$ cat config.mk
export PLATFORM = sky130hd
export DESIGN_NAME = fetch_decode_unit
export DESIGN_NICKNAME = d
export VERILOG_FILES = /design/src/rtl/fetch_decode_unit_pkg.sv /design/src/rtl/fetch_decode_unit_regfile.sv /design/src/rtl/fetch_decode_unit.sv
export SDC_FILE = /design/constraint.sdc
export NUM_CORES = 2
export LEC_CHECK = 0
export BUFFER_PORTS_ARGS = -buffer_cell sky130_fd_sc_hd__buf_2
export CORE_UTILIZATION = 58
export CTS_CLUSTER_DIAMETER = 80
export DETAILED_ROUTE_END_ITERATION = 8
export PLACE_DENSITY_LB_ADDON = 0.05
export SETUP_SLACK_MARGIN = 0.2
export SKIP_LAST_GASP = 1
export SLEW_MARGIN = 20
export SYNTH_ARGS = -nofsm -noshare
export SYNTH_HDL_FRONTEND = slang
export SYNTH_SLANG_ARGS = --single-unit
export TNS_END_PERCENT = 30
$ cat constraint.sdc
create_clock -name clk -period 4.3 [get_ports clk]
set_input_delay 0.86 -clock clk [delete_from_list [all_inputs] [get_ports clk]]
set_output_delay 0.86 -clock clk [all_outputs]
set_load 0.005 [all_outputs]
$ cat src/rtl/fetch_decode_unit_pkg.sv
// Shared definitions for the fetch/decode unit: FSM state encoding,
// supported opcode/funct values, datapath widths and a sign-extend helper.
package fetch_decode_unit_pkg;

  localparam int unsigned XLEN   = 32;  // datapath / instruction width
  localparam int unsigned RIDX_W = 5;   // register index width
  localparam int unsigned PC_W   = 3;   // instruction address width

  localparam logic [5:0] OP_RTYPE = 6'b000000;
  localparam logic [5:0] OP_ADDIU = 6'b001001;
  localparam logic [5:0] FN_ADDU  = 6'b100001;
  localparam logic [5:0] FN_SUBU  = 6'b100011;

  typedef enum logic [2:0] {
    S_FETCH,
    S_DECODE,
    S_EXEC,
    S_WB,
    S_HALT
  } state_t;

  function automatic logic [XLEN-1:0] sign_ext16(input logic [15:0] imm);
    return {{(XLEN-16){imm[15]}}, imm};
  endfunction

endpackage

$ cat src/rtl/fetch_decode_unit_regfile.sv
// fd_regfile: register file with r0 hardwired to zero.
// Ports:
//   clk             clock
//   clr             synchronous clear of every register
//   ra, rb          combinational read indices -> rd_a, rd_b
//   dbg_addr        combinational debug read index -> dbg_data
//   we, wa, wd      synchronous write port (writes to index 0 are dropped)
module fd_regfile
  import fetch_decode_unit_pkg::*;
#(
  parameter int unsigned NREG = 32
) (
  input  logic              clk,
  input  logic              clr,
  input  logic [RIDX_W-1:0] ra,
  input  logic [RIDX_W-1:0] rb,
  input  logic [RIDX_W-1:0] dbg_addr,
  output logic [XLEN-1:0]   rd_a,
  output logic [XLEN-1:0]   rd_b,
  output logic [XLEN-1:0]   dbg_data,
  input  logic              we,
  input  logic [RIDX_W-1:0] wa,
  input  logic [XLEN-1:0]   wd
);

  logic [XLEN-1:0] mem [NREG];

  // Index 0 and indices beyond the implemented depth read as zero.
  assign rd_a     = (ra == '0 || 32'(ra) >= NREG) ? '0 : mem[ra];
  assign rd_b     = (rb == '0 || 32'(rb) >= NREG) ? '0 : mem[rb];
  assign dbg_data = (dbg_addr == '0 || 32'(dbg_addr) >= NREG) ? '0 : mem[dbg_addr];

  always_ff @(posedge clk) begin
    if (clr) begin
      for (int unsigned i = 0; i < NREG; i++) mem[i] <= '0;
    end else if (we && wa != '0 && 32'(wa) < NREG) begin
      mem[wa] <= wd;
    end
  end

endmodule

$ cat src/rtl/fetch_decode_unit.sv
// fetch_decode_unit: four-stage (FETCH, DECODE, EXEC, WB) multi-cycle core
// running PROG_LEN instructions (ADDIU, ADDU, SUBU) then halting.
// Ports:
//   clk       clock, all state on posedge
//   rst       synchronous active-high reset
//   run       fetch enable; low holds the unit in FETCH
//   counter   registered instruction address
//   instr     instruction word from memory (updated on negedge from counter)
//   dbg_addr  debug register read index
//   dbg_data  combinational debug read data
//   done      high while halted
//   illegal   sticky unsupported-instruction flag
module fetch_decode_unit
  import fetch_decode_unit_pkg::*;
#(
  parameter int unsigned PROG_LEN = 7,
  parameter int unsigned NREG     = 32
) (
  input  logic              clk,
  input  logic              rst,
  input  logic              run,
  output logic [PC_W-1:0]   counter,
  input  logic [XLEN-1:0]   instr,
  input  logic [RIDX_W-1:0] dbg_addr,
  output logic [XLEN-1:0]   dbg_data,
  output logic              done,
  output logic              illegal
);

  state_t            state;
  logic [XLEN-1:0]   ir;
  logic [XLEN-1:0]   op_a, op_b, alu_q;
  logic              alu_sub;
  logic              dec_legal;
  logic [RIDX_W-1:0] wr_idx;
  logic [XLEN-1:0]   rs_data, rt_data;

  logic [5:0]        op, funct;
  logic [RIDX_W-1:0] rs, rt, rd;
  logic [15:0]       imm;
  logic              is_addiu, is_addu, is_subu;

  assign op    = ir[31:26];
  assign rs    = ir[25:21];
  assign rt    = ir[20:16];
  assign rd    = ir[15:11];
  assign funct = ir[5:0];
  assign imm   = ir[15:0];

  assign is_addiu = (op == OP_ADDIU);
  assign is_addu  = (op == OP_RTYPE) && (funct == FN_ADDU);
  assign is_subu  = (op == OP_RTYPE) && (funct == FN_SUBU);

  fd_regfile #(.NREG(NREG)) u_regfile (
    .clk      (clk),
    .clr      (rst),
    .ra       (rs),
    .rb       (rt),
    .dbg_addr (dbg_addr),
    .rd_a     (rs_data),
    .rd_b     (rt_data),
    .dbg_data (dbg_data),
    .we       (state == S_WB && dec_legal && !rst),
    .wa       (wr_idx),
    .wd       (alu_q)
  );

  always_ff @(posedge clk) begin
    if (rst) begin
      state     <= S_FETCH;
      counter   <= '0;
      ir        <= '0;
      op_a      <= '0;
      op_b      <= '0;
      alu_q     <= '0;
      alu_sub   <= 1'b0;
      dec_legal <= 1'b0;
      wr_idx    <= '0;
      done      <= 1'b0;
      illegal   <= 1'b0;
    end else begin
      unique case (state)
        S_FETCH: begin
          if (run) begin
            ir    <= instr;
            state <= S_DECODE;
          end
        end
        S_DECODE: begin
          // Operands and destination are captured here so EXEC/WB no
          // longer depend on the register file read ports.
          op_a      <= rs_data;
          op_b      <= is_addiu ? sign_ext16(imm) : rt_data;
          alu_sub   <= is_subu;
          dec_legal <= is_addiu | is_addu | is_subu;
          wr_idx    <= is_addiu ? rt : rd;
          state     <= S_EXEC;
        end
        S_EXEC: begin
          alu_q <= alu_sub ? (op_a - op_b) : (op_a + op_b);
          if (!dec_legal) illegal <= 1'b1;
          state <= S_WB;
        end
        S_WB: begin
          if (counter == PC_W'(PROG_LEN - 1)) begin
            done  <= 1'b1;
            state <= S_HALT;
          end else begin
            counter <= counter + 1'b1;
            state   <= S_FETCH;
          end
        end
        S_HALT: state <= S_HALT;
        default: state <= S_FETCH;
      endcase
    end
  end

endmodule

==> flow_summary_export.csv <==
group,metric,value,unit
status,status,"completed",
critical_path,cp_data_arrival_time,3.28,ns
yosys,ys_warn_count,0,
critical_path,r2r_cells,15,
timing,rsz0062_at_grt,"true",
yosys,ys_seq_area_frac,0.4861,
yosys,netlist_area,69560,um2
die,fp-row-count,126,
clock_network,cts_tree,"yes",
die,die_x,348.3,um
grt,grt_first_pass_wirelength,357500,um
clock_network,clkSlewWorstSetupHoldPaths,0.06,ns
critical_path,crit_fanout,33,
critical_path,cp_slowest_cell,"mux4_2",
grt,grt_usage,0.4293,
layout,nFillCells,8352,
timing,slew_headroom,0.1900,
yosys,synth_seq_cells,1177,
yosys,synth_area_leaders,"edfxtp_1 44%, mux4_2 30%, and2_1 8.9%, dfxtp_1 4.4%, clkbuf_1 2.1%",
drt,route.detailed.drc,0,
timing,fin_skew,0.03330,ns
power,power_density,396.6,nW/um2
timing,hold_slack,0.3093,ns
critical_path,crit_chain,"buf_8, buf_12, buf_12, mux4_2, mux4_2, mux2i_4, buf_4, nor2_1, buf_2",
yosys,synth_top_area_cell,"edfxtp_1",
grt,grt-ovfl-total,0,
placed_design,dp_worst_setup_slack,0.02862,ns
critical_path,critPathLaunchType,"input port",
clock_network,cts_buffer_depth,3,
drt,drt_iter0_drc,8492,
clock_network,cts_made_buffers,137,
job,max_cap_viol_count,0,
clock_network,postCtsHoldBufs,0,
critical_path,max_stage_delay,0.51,ns
yosys,synth.avg_cell_area,15.00,um2
layout,nNetsFinal,4741,
timing,finalSetupViolCount,0,
critical_path,cp-end-kind,"output pin",
clock_network,cts_root_buf,"clkbuf_16",
clock_network,clkLatencyLatePin,0.80,ns
timing,tightest_slew,1.215,ns
timing,period_needed,4.143,ns
clock_network,clock-sinks,1177,
critical_path,cp_data_required_time,3.44,ns
timing,post-route-period-util,0.9635,
drt,route.detailed.wl_per_inst,40.10,um
die,core-area,118600,um2
yosys,async_reset_ff_frac,0,
yosys,synth_edf_count,1024,
placed_design,hpwl,156600,um
die,die-height,348.3,um
yosys,yosysUniqueCellTypes,64,
layout,drive_above_1_share,0.3471,
yosys,syn-instance-count,4638,
drt,totalWireLength,256800,um
min_path,min_path_cells,3,
yosys,synth_ff_type,"edfxtp_1",
die,io_pins,77,
die,die-area,121300,um2
grt,grt_pass1_vias,46077,
timing,final.setup.tns,0,ns
clock_network,h-tree-depth,4,
timing,final.setup.worst_slack,0.1570,ns
yosys,yosysTopAreaCellShare,0.4420,
placed_design,portBuffers,76,
layout,areaGrowthSynthToFinish,12.81,%
power,vdd_drop_max,0.5004,mV
power,leakage,26.95,nW
drt,vias_per_cell,7.547,
critical_path,path_class,"input port to output pin",
timing,hold_violations,0,
placed_design,globalplace.congestion,0.9786,
timing,max_freq,0.2414,GHz
drt,first_pass_iters,6,
grt,antenna_found_initial,32,
min_path,hp-class,"input port to register",
drt,vias,48333,
timing,drv_slew,0,
drt,ant_nets,0,
grt,grt_max_degree,124,
die,initial_core_util,0.5868,
sequential cells by signal, indices dropped and copies added, names as in the netlist, named ones only:
signal / count
u_regfile.mem: 1024
alu_q: 32
ir: 32
op_a: 32
op_b: 32
wr_idx: 5
counter: 3
state: 3
alu_sub: 1
dec_legal: 1
done: 1
illegal: 1
cells in the final DEF (no fill, tap or decap), drive strengths merged, types with 10 or more instances in the layout:
cell,Yosys,layout
edfxtp,1024,1024
and2,995,995
mux4,920,920
buf,111,350
clkbuf,382,168
dfxtp,153,153
nand2,144,144
nor2,141,141
a21oi,140,140
o21ai,101,101
mux2i,90,90
mux2,72,72
clkinv,0,48
xnor2,45,45
ha,34,34
conb,1,32
inv,21,31
nor3,26,26
a211oi,26,26
diode,0,24
nand3,22,22
bufinv,0,21
a21boi,19,19
a22oi,18,18
a32o,18,18
a221oi,17,17
and3,13,13
a21o,11,11
nor4,10,10
cell usage after synthesis, types with 4 or more instances:
| cell | count |
|---|---|
| o21bai_1 | 6 |
| o21ai_0 | 101 |
| dfxtp_1 | 153 |
| a221oi_1 | 16 |
| xor2_1 | 8 |
| mux2_2 | 72 |
| nor4_1 | 10 |
| nor2_1 | 141 |
| edfxtp_1 | 1024 |
| a31oi_1 | 8 |
| or3_1 | 6 |
| clkbuf_1 | 382 |
| and3_1 | 13 |
| nand3_1 | 22 |
| and2_1 | 995 |
| mux2i_1 | 90 |
| mux4_2 | 920 |
| inv_1 | 21 |
| a32o_1 | 18 |
| a21boi_0 | 19 |
| buf_6 | 4 |
| xnor2_1 | 45 |
| nand3b_1 | 8 |
| a21oi_1 | 140 |
| a211oi_1 | 26 |
| a21o_1 | 11 |
| nand4_1 | 5 |
| nand2_1 | 144 |
| o31ai_1 | 4 |
| a22oi_1 | 18 |
| ha_1 | 34 |
| nor3_1 | 26 |
| buf_2 | 59 |
| buf_4 | 4 |
| buf_1 | 44 |
cell families (layout without fill, tap and decap cells):
group / Yosys count / after routing / synth area share
DFF: 1177 / 1177 / 0.4861
other: 1 / 56 / 0.00005391
muxes: 1082 / 1082 / 0.3225
and+or+nand+nor: 1384 / 1384 / 0.1139
xor gates and xnor gates: 53 / 53 / 0.006673
adders and majority gates: 35 / 35 / 0.006403
buffers and inverters: 514 / 625 / 0.02944
AOI/OAI and AO/OA: 392 / 392 / 0.03498
worst paths after layout:
path / slack [ns] / start / to
max: 0.16 / dbg_addr[1] / dbg_data[22]
min: 0.31 / instr[31] / ir[31]
max reg2reg: 0.37 / op_b[2] / alu_q[31]
min reg2reg: 0.46 / ir[31] / ir[31]
report_power, final:
part | internal (W) | switching, W | total, W
logic | 0.00228 | 0.00265 | 0.00493
registers | 0.0129 | 0.000733 | 0.0136
clock network | 0.00746 | 0.00514 | 0.0126
total | 0.0226 | 0.00852 | 0.0311
layout make-up:
class / instances / area [um2] / area share
inverter: 21 / 81.33 / 0.001036
tap: 1600 / 2002 / 0.02551
sequential: 1177 / 33850 / 0.4314
multi-input combinational: 2978 / 34510 / 0.4397
timing repair buffer: 351 / 3173 / 0.04043
clock inverter: 85 / 1086 / 0.01384
antenna: 24 / 60.06 / 0.0007653
clock buffer: 168 / 3710 / 0.04728
through the flow:
stage                     total power [W]  utilization  std cells  cell area (um2)
final                             0.03112       0.6619       6404            78470
after global routing              0.03177       0.6615       6382            78420
after CTS                         0.03098       0.6611       6380            78370
after detailed placement          0.01855       0.6202       6126            73520
after global placement            0.01852       0.6201       6125            73510
after floorplan                   0.01669            -       4669            69680
worst max-delay path: cells and delay by family:
family,cells,cell delay (ns)
simple gates,1,0.04
mux,3,1.10
buf+inv,5,1.23
layer usage:
layer,part of all wire,GRT usage,vias to the layer above
li1,-,-,18387
met3,0.16,0.1536,834
met4,0.051,0.1965,12
met5,0.00079,0.006002,-
met1,0.35,0.5841,24659
met2,0.44,0.6220,4441
repair_timing:
item	in CTS	in global routing
hold endpoints to repair	0	0
pin swaps	0	1
gates resized for setup	4	8
setup buffers	0	0
gates cloned	1	0
endpoints found under the setup margin	4	8
Note: power is estimated with default switching activity, not from simulation.
